$ cat src/rtl/alu_exec_sequencer_pkg.sv
// rtl/alu_exec_sequencer_pkg.sv - op classes, branch codes, FSM states and flag positions
package alu_exec_sequencer_pkg;

  typedef enum logic [1:0] {
    ST_IDLE = 2'd0,
    ST_EXEC = 2'd1,
    ST_DONE = 2'd2
  } state_t;

  localparam logic [1:0] CLS_ALU    = 2'b00;
  localparam logic [1:0] CLS_BRANCH = 2'b01;

  localparam logic [2:0] BR_ALWAYS = 3'b000;
  localparam logic [2:0] BR_Z      = 3'b001;
  localparam logic [2:0] BR_NZ     = 3'b010;
  localparam logic [2:0] BR_C      = 3'b011;
  localparam logic [2:0] BR_NC     = 3'b100;
  localparam logic [2:0] BR_S      = 3'b101;
  localparam logic [2:0] BR_NS     = 3'b110;
  localparam logic [2:0] BR_V      = 3'b111;

  // flags_q layout is {C,S,V,Z}
  localparam int FLAG_C = 3;
  localparam int FLAG_S = 2;
  localparam int FLAG_V = 1;
  localparam int FLAG_Z = 0;

endpackage

$ cat src/rtl/branch_cond_eval.sv
// rtl/branch_cond_eval.sv - combinational branch condition check against {C,S,V,Z}
module branch_cond_eval
  import alu_exec_sequencer_pkg::*;
(
  input  logic [2:0] cond,
  input  logic [3:0] flags,
  output logic       taken
);

  always_comb begin
    taken = 1'b0;
    case (cond)
      BR_ALWAYS: taken = 1'b1;
      BR_Z:      taken = flags[FLAG_Z];
      BR_NZ:     taken = !flags[FLAG_Z];
      BR_C:      taken = flags[FLAG_C];
      BR_NC:     taken = !flags[FLAG_C];
      BR_S:      taken = flags[FLAG_S];
      BR_NS:     taken = !flags[FLAG_S];
      BR_V:      taken = flags[FLAG_V];
      default:   taken = 1'b0;
    endcase
  end

endmodule

$ cat src/rtl/alu_exec_sequencer.sv
// rtl/alu_exec_sequencer.sv - execute-stage sequencer driving the ALU, flag register and branch resolve
// Optional: EXEC_BRANCH_FAST_EN resolves branches at accept and skips EXEC for them.
module alu_exec_sequencer
  import alu_exec_sequencer_pkg::*;
#(
  parameter int DATA_W = 32,
  parameter int REG_W  = 5
) (
  input  logic              clk,
  input  logic              rst,
  input  logic              in_valid,
  output logic              in_ready,
  input  logic [1:0]        in_op_class,
  input  logic [2:0]        in_alu_ctrl,
  input  logic [DATA_W-1:0] in_op0,
  input  logic [DATA_W-1:0] in_op1,
  input  logic [REG_W-1:0]  in_rd,
  input  logic [2:0]        in_br_cond,
  input  logic [DATA_W-1:0] in_br_target,
  output logic [2:0]        alu_control,
  output logic [DATA_W-1:0] operand0,
  output logic [DATA_W-1:0] operand1,
  input  logic [DATA_W-1:0] alu_result,
  input  logic              carryflag,
  input  logic              signflag,
  input  logic              overflowflag,
  input  logic              zflag,
  output logic              wb_valid,
  output logic [REG_W-1:0]  wb_rd,
  output logic [DATA_W-1:0] wb_data,
  output logic              br_valid,
  output logic              br_taken,
  output logic [DATA_W-1:0] br_target,
  output logic [3:0]        flags_q
);

  state_t              state_q, state_d;
  logic [1:0]          class_q, class_d;
  logic [2:0]          ctrl_q, ctrl_d;
  logic [DATA_W-1:0]   op0_q, op0_d, op1_q, op1_d;
  logic [REG_W-1:0]    rd_q, rd_d;
  logic [DATA_W-1:0]   target_q, target_d;
  logic [DATA_W-1:0]   result_q, result_d;
  logic                taken_q, taken_d;
  logic [3:0]          flags_d;
  logic [2:0]          eval_cond;
  logic                eval_taken;
  logic                accept;

  assign accept = in_valid && (state_q == ST_IDLE);

`ifdef EXEC_BRANCH_FAST_EN
  assign eval_cond = in_br_cond;
`else
  logic [2:0] cond_q, cond_d;
  assign eval_cond = cond_q;
`endif

  branch_cond_eval u_cond (
    .cond  (eval_cond),
    .flags (flags_q),
    .taken (eval_taken)
  );

  always_ff @(posedge clk) begin
    if (rst) begin
      state_q  <= ST_IDLE;
      class_q  <= '0;
      ctrl_q   <= '0;
      op0_q    <= '0;
      op1_q    <= '0;
      rd_q     <= '0;
      target_q <= '0;
      result_q <= '0;
      taken_q  <= 1'b0;
      flags_q  <= '0;
`ifndef EXEC_BRANCH_FAST_EN
      cond_q   <= '0;
`endif
    end else begin
      state_q  <= state_d;
      class_q  <= class_d;
      ctrl_q   <= ctrl_d;
      op0_q    <= op0_d;
      op1_q    <= op1_d;
      rd_q     <= rd_d;
      target_q <= target_d;
      result_q <= result_d;
      taken_q  <= taken_d;
      flags_q  <= flags_d;
`ifndef EXEC_BRANCH_FAST_EN
      cond_q   <= cond_d;
`endif
    end
  end

  always_comb begin
    state_d = state_q;
    case (state_q)
      ST_IDLE: begin
        if (in_valid) begin
`ifdef EXEC_BRANCH_FAST_EN
          state_d = (in_op_class == CLS_BRANCH) ? ST_DONE : ST_EXEC;
`else
          state_d = ST_EXEC;
`endif
        end
      end
      ST_EXEC: state_d = ST_DONE;
      ST_DONE: state_d = ST_IDLE;
      default: state_d = ST_IDLE;
    endcase
  end

  always_comb begin
    class_d  = class_q;
    ctrl_d   = ctrl_q;
    op0_d    = op0_q;
    op1_d    = op1_q;
    rd_d     = rd_q;
    target_d = target_q;
    result_d = result_q;
    taken_d  = taken_q;
    flags_d  = flags_q;
`ifndef EXEC_BRANCH_FAST_EN
    cond_d   = cond_q;
`endif
    if (accept) begin
      class_d  = in_op_class;
      ctrl_d   = in_alu_ctrl;
      op0_d    = in_op0;
      op1_d    = in_op1;
      rd_d     = in_rd;
      target_d = in_br_target;
`ifdef EXEC_BRANCH_FAST_EN
      taken_d  = eval_taken;
`else
      cond_d   = in_br_cond;
`endif
    end
    if (state_q == ST_EXEC) begin
      result_d = alu_result;
      if (class_q == CLS_ALU) flags_d = {carryflag, signflag, overflowflag, zflag};
`ifndef EXEC_BRANCH_FAST_EN
      taken_d  = eval_taken;
`endif
    end
  end

  // Pulses and their payloads read 0 except during the single DONE cycle.
  always_comb begin
    in_ready    = (state_q == ST_IDLE);
    alu_control = ctrl_q;
    operand0    = op0_q;
    operand1    = op1_q;
    wb_valid    = (state_q == ST_DONE) && (class_q == CLS_ALU);
    wb_rd       = wb_valid ? rd_q : '0;
    wb_data     = wb_valid ? result_q : '0;
    br_valid    = (state_q == ST_DONE) && (class_q == CLS_BRANCH);
    br_taken    = br_valid && taken_q;
    br_target   = br_valid ? target_q : '0;
  end

endmodule

$ cat config.mk
export PLATFORM = sky130hd
export DESIGN_NAME = alu_exec_sequencer
export DESIGN_NICKNAME = d
export VERILOG_FILES = /design/src/rtl/alu_exec_sequencer_pkg.sv /design/src/rtl/branch_cond_eval.sv /design/src/rtl/alu_exec_sequencer.sv
export SDC_FILE = /design/constraint.sdc
export NUM_CORES = 1
export LEC_CHECK = 0
export ABC_AREA = 1
export BUFFER_PORTS_ARGS = -buffer_cell sky130_fd_sc_hd__buf_2
export CORE_AREA = 2 2 117 119
export CTS_BUF_LIST = sky130_fd_sc_hd__clkbuf_16
export CTS_CLUSTER_DIAMETER = 60
export CTS_CLUSTER_SIZE = 12
export DETAILED_ROUTE_END_ITERATION = 16
export DIE_AREA = 0 0 119 121
export PLACE_DENSITY = 0.95
export RECOVER_POWER = 100
export SLEW_MARGIN = 10
export SYNTH_ARGS = -nofsm -noshare
export SYNTH_HDL_FRONTEND = slang
export SYNTH_HIERARCHICAL = 1
export SYNTH_SLANG_ARGS = --single-unit
$ cat constraint.sdc
create_clock -name clk -period 2 [get_ports clk]
set_input_delay 0.1 -clock clk [delete_from_list [all_inputs] [get_ports clk]]
set_output_delay 0.1 -clock clk [all_outputs]
set_load 0.02 [all_outputs]
==> flow_summary.ini <==
[route]
dr.first_iter.drc_count = 652
post_drt_wl_per_cell_um = 13.08
dr.pass1.iters = 8
routed_wl_um = 20020
antenna_left = 0
vias = 7403
via_per_inst = 4.835
drcViolationCount = 0

[worst_setup_path]
r2r_end = result_q[4]
cp_max_fo = 36
end_kind = output port
crit_type = reg2out
rr_worst_depth = 5
cp-start-kind = flop
reg2reg_from = state_q[0]
arrival_ns = 1.81
critPathRequiredTime_ns = 1.90
r2r_slack_ns = 0.24

[sta]
fin_crit_sh_pct = 95.51
skew_ns = 0.005230
setup_viol = 0
whs_ns = 0.01659
max_freq_ghz = 0.5235
tightestPinTransition_ns = 0.8011
maxSlewViolCount = 0
setup_tns_ns = 0
finalCriticalPeriod_ns = 1.910
relSlewSlack_pct = 46.52
hold_viol = 0
rsz0062_at_grt = false

[worst_hold_path]
min_to = operand0[15]
min_path_cells = 5
hold_path_class = in2reg
hold_path.startpoint = in_op0[15]

[clock_network]
max-clock-path-buffers = 2
cts_buffers = 17
cts.sinks = 148
cts_root_buffer = clkbuf_16
worstSkewPairLatency_ns = 0.41
path_clk_slew_ns = 0.06
cts_max_level = 4
cts_tree = built

[floorplan]
core-area_um2 = 13090
die-area_um2 = 14400
io_pins = 292
fp-row-count = 42
die_w_um = 119
start_util_pct = 50.64
die_h_um = 121

[synthesis]
synth-seq-cells = 148
yosysTopAreaCellShare_pct = 44.71
synth-edff-count = 0
syn_avg_cell_area_um2 = 6.293
synth_most_common_cell = nor2_1
postSynthCellCount = 1053
yosysSeqAreaShare_pct = 44.71
synth.cell_area_um2 = 6626
synth_cell_type_count = 13
yosys.area.top_type = dfxtp_1
syn-num-nets = 1201
yosysWarnings = 6
synth-main-ff-cell = dfxtp_1
ys_async_sr_fraction_pct = 0
ys_top_cells_by_area = dfxtp_1 (45%), nor2_1 (21%), inv_1 (11%), nand3_1 (9.1%), nand2_1 (6.9%)
synth_common_cells = nor2_1 (363), inv_1 (193), dfxtp_1 (148)

[finish]
final_nets = 1492
antenna_cells = 0
synthToLayoutAreaGrowth_pct = 34.44
final_core_util_pct = 68.08
drive_above_1_share_pct = 19.11

[place]
portBuffers = 291
gp_congestion = 0.8365
place_hpwl_um = 12480

[global_route]
grt_overflow = 0
grt_use_total_pct = 27.31
grt_pass1_vias = 6830
grt_pass1_wl_um = 31840
grt_max_degree = 111
antenna_found_initial = 1

[flow_run]
max_cap_viol_count = 0

[power]
ir_drop_mv = 0.5000
power.total_w = 0.007482
leakagePower_nw = 4.701
p_per_area_nw_per_um2 = 839.9

[run_status]
outcome = completed
==> worst max-delay path: stages, from the launching register on <==
cell and delay (ns):
dfxtp_1 0.35, nor2_4 0.24, nand3_1 0.18, buf_6 0.24
nor2_1 0.19, buf_2 0.20
==> how the worst max path moves through the flow <==
stage / from / to / slack, ns / cells after the start
finish: class_q[1] / wb_data[3] / 0.09 / 5
global route: class_q[0] / br_target[24] / 0.009 / 6
CTS: class_q[1] / wb_data[3] / 0.07 / 5
floorplan: class_q[1] / wb_data[22] / 0.68 / 5
global placement: state_q[1] / operand0[23] / 0.56 / 6
detailed placement: state_q[1] / operand1[14] / 0.49 / 6
==> kinds of logic after synthesis <==
kind of cell	count (synthesis)	synth area share (%)
and+or+nand+nor	607	36.78
buffers and inverters	261	15.71
DFF	148	44.71
AOI/OAI and AO/OA	37	2.795
==> registers in the layout, indices dropped and copies added (netlist names) <==
| register | cells |
|---|---|
| operand0 | 32 |
| operand1 | 32 |
| result_q | 32 |
| target_q | 32 |
| rd_q | 5 |
| flags_q | 4 |
| alu_control | 3 |
| cond_q | 3 |
| class_q | 2 |
| state_q | 2 |
| taken_q | 1 |
==> layer usage <==
| metal | up-vias | share of wire [%] | track usage, % | wire, um |
|---|---|---|---|---|
| met5 | - | 0.055 | 0 | 11 |
| met4 | 2 | 3.5 | 13.47 | 709 |
| met3 | 66 | 9.1 | 8.882 | 1830 |
| met2 | 379 | 49 | 46.91 | 9768 |
| met1 | 3298 | 38 | 30.47 | 7700 |
| li1 | 3658 | - | - | - |
==> layout by cell type (no fill, tap or decap), drive strengths merged <==
cell and count:
o21ai 33, nor2 364, nand3 121, dfxtp 148, clkinvlp 4, dlygate4sd3 34
clkinv 7, buf 160, clkbuf 160, bufinv 1, nand2 122, inv 197
a21oi 4
==> where the power goes <==
part	leakage, nW	switching [W]	internal, W	total (W)
combinational	3.22	0.000828	0.000475	0.00130
sequential	1.22	0.000141	0.00320	0.00334
clock	0.260	0.00117	0.00167	0.00284
==> final cells by class <==
class | count | area, um^2
well taps | 176 | 220.2
fillers | 1065 | 4177
clock buffers | 17 | 425.4
repair buffers | 337 | 1843
flip-flops and latches | 148 | 2963
inverters | 196 | 737.0
clock inverters | 13 | 97.59
multi-input cells | 644 | 2623
==> repair_timing <==
action | in CTS | in global routing
hold buffers | 34 | 0
buffers inserted | 0 | 0
hold endpoints to repair | 34 | 0
resized for setup | 0 | 0
==> per-stage QoR <==
stage / setup WS, ns / cell area, um^2 / std cells
2_1_floorplan: 0.6757 / 6626 / 1053
3_3_place_gp: 0.5591 / 8167 / 1467
3_5_place_dp: 0.4899 / 8167 / 1467
4_1_cts: 0.07059 / 9030 / 1531
5_1_grt: 0.009129 / 8909 / 1531
6_report: 0.08980 / 8909 / 1531
Note: power is estimated with default switching activity, not from simulation.
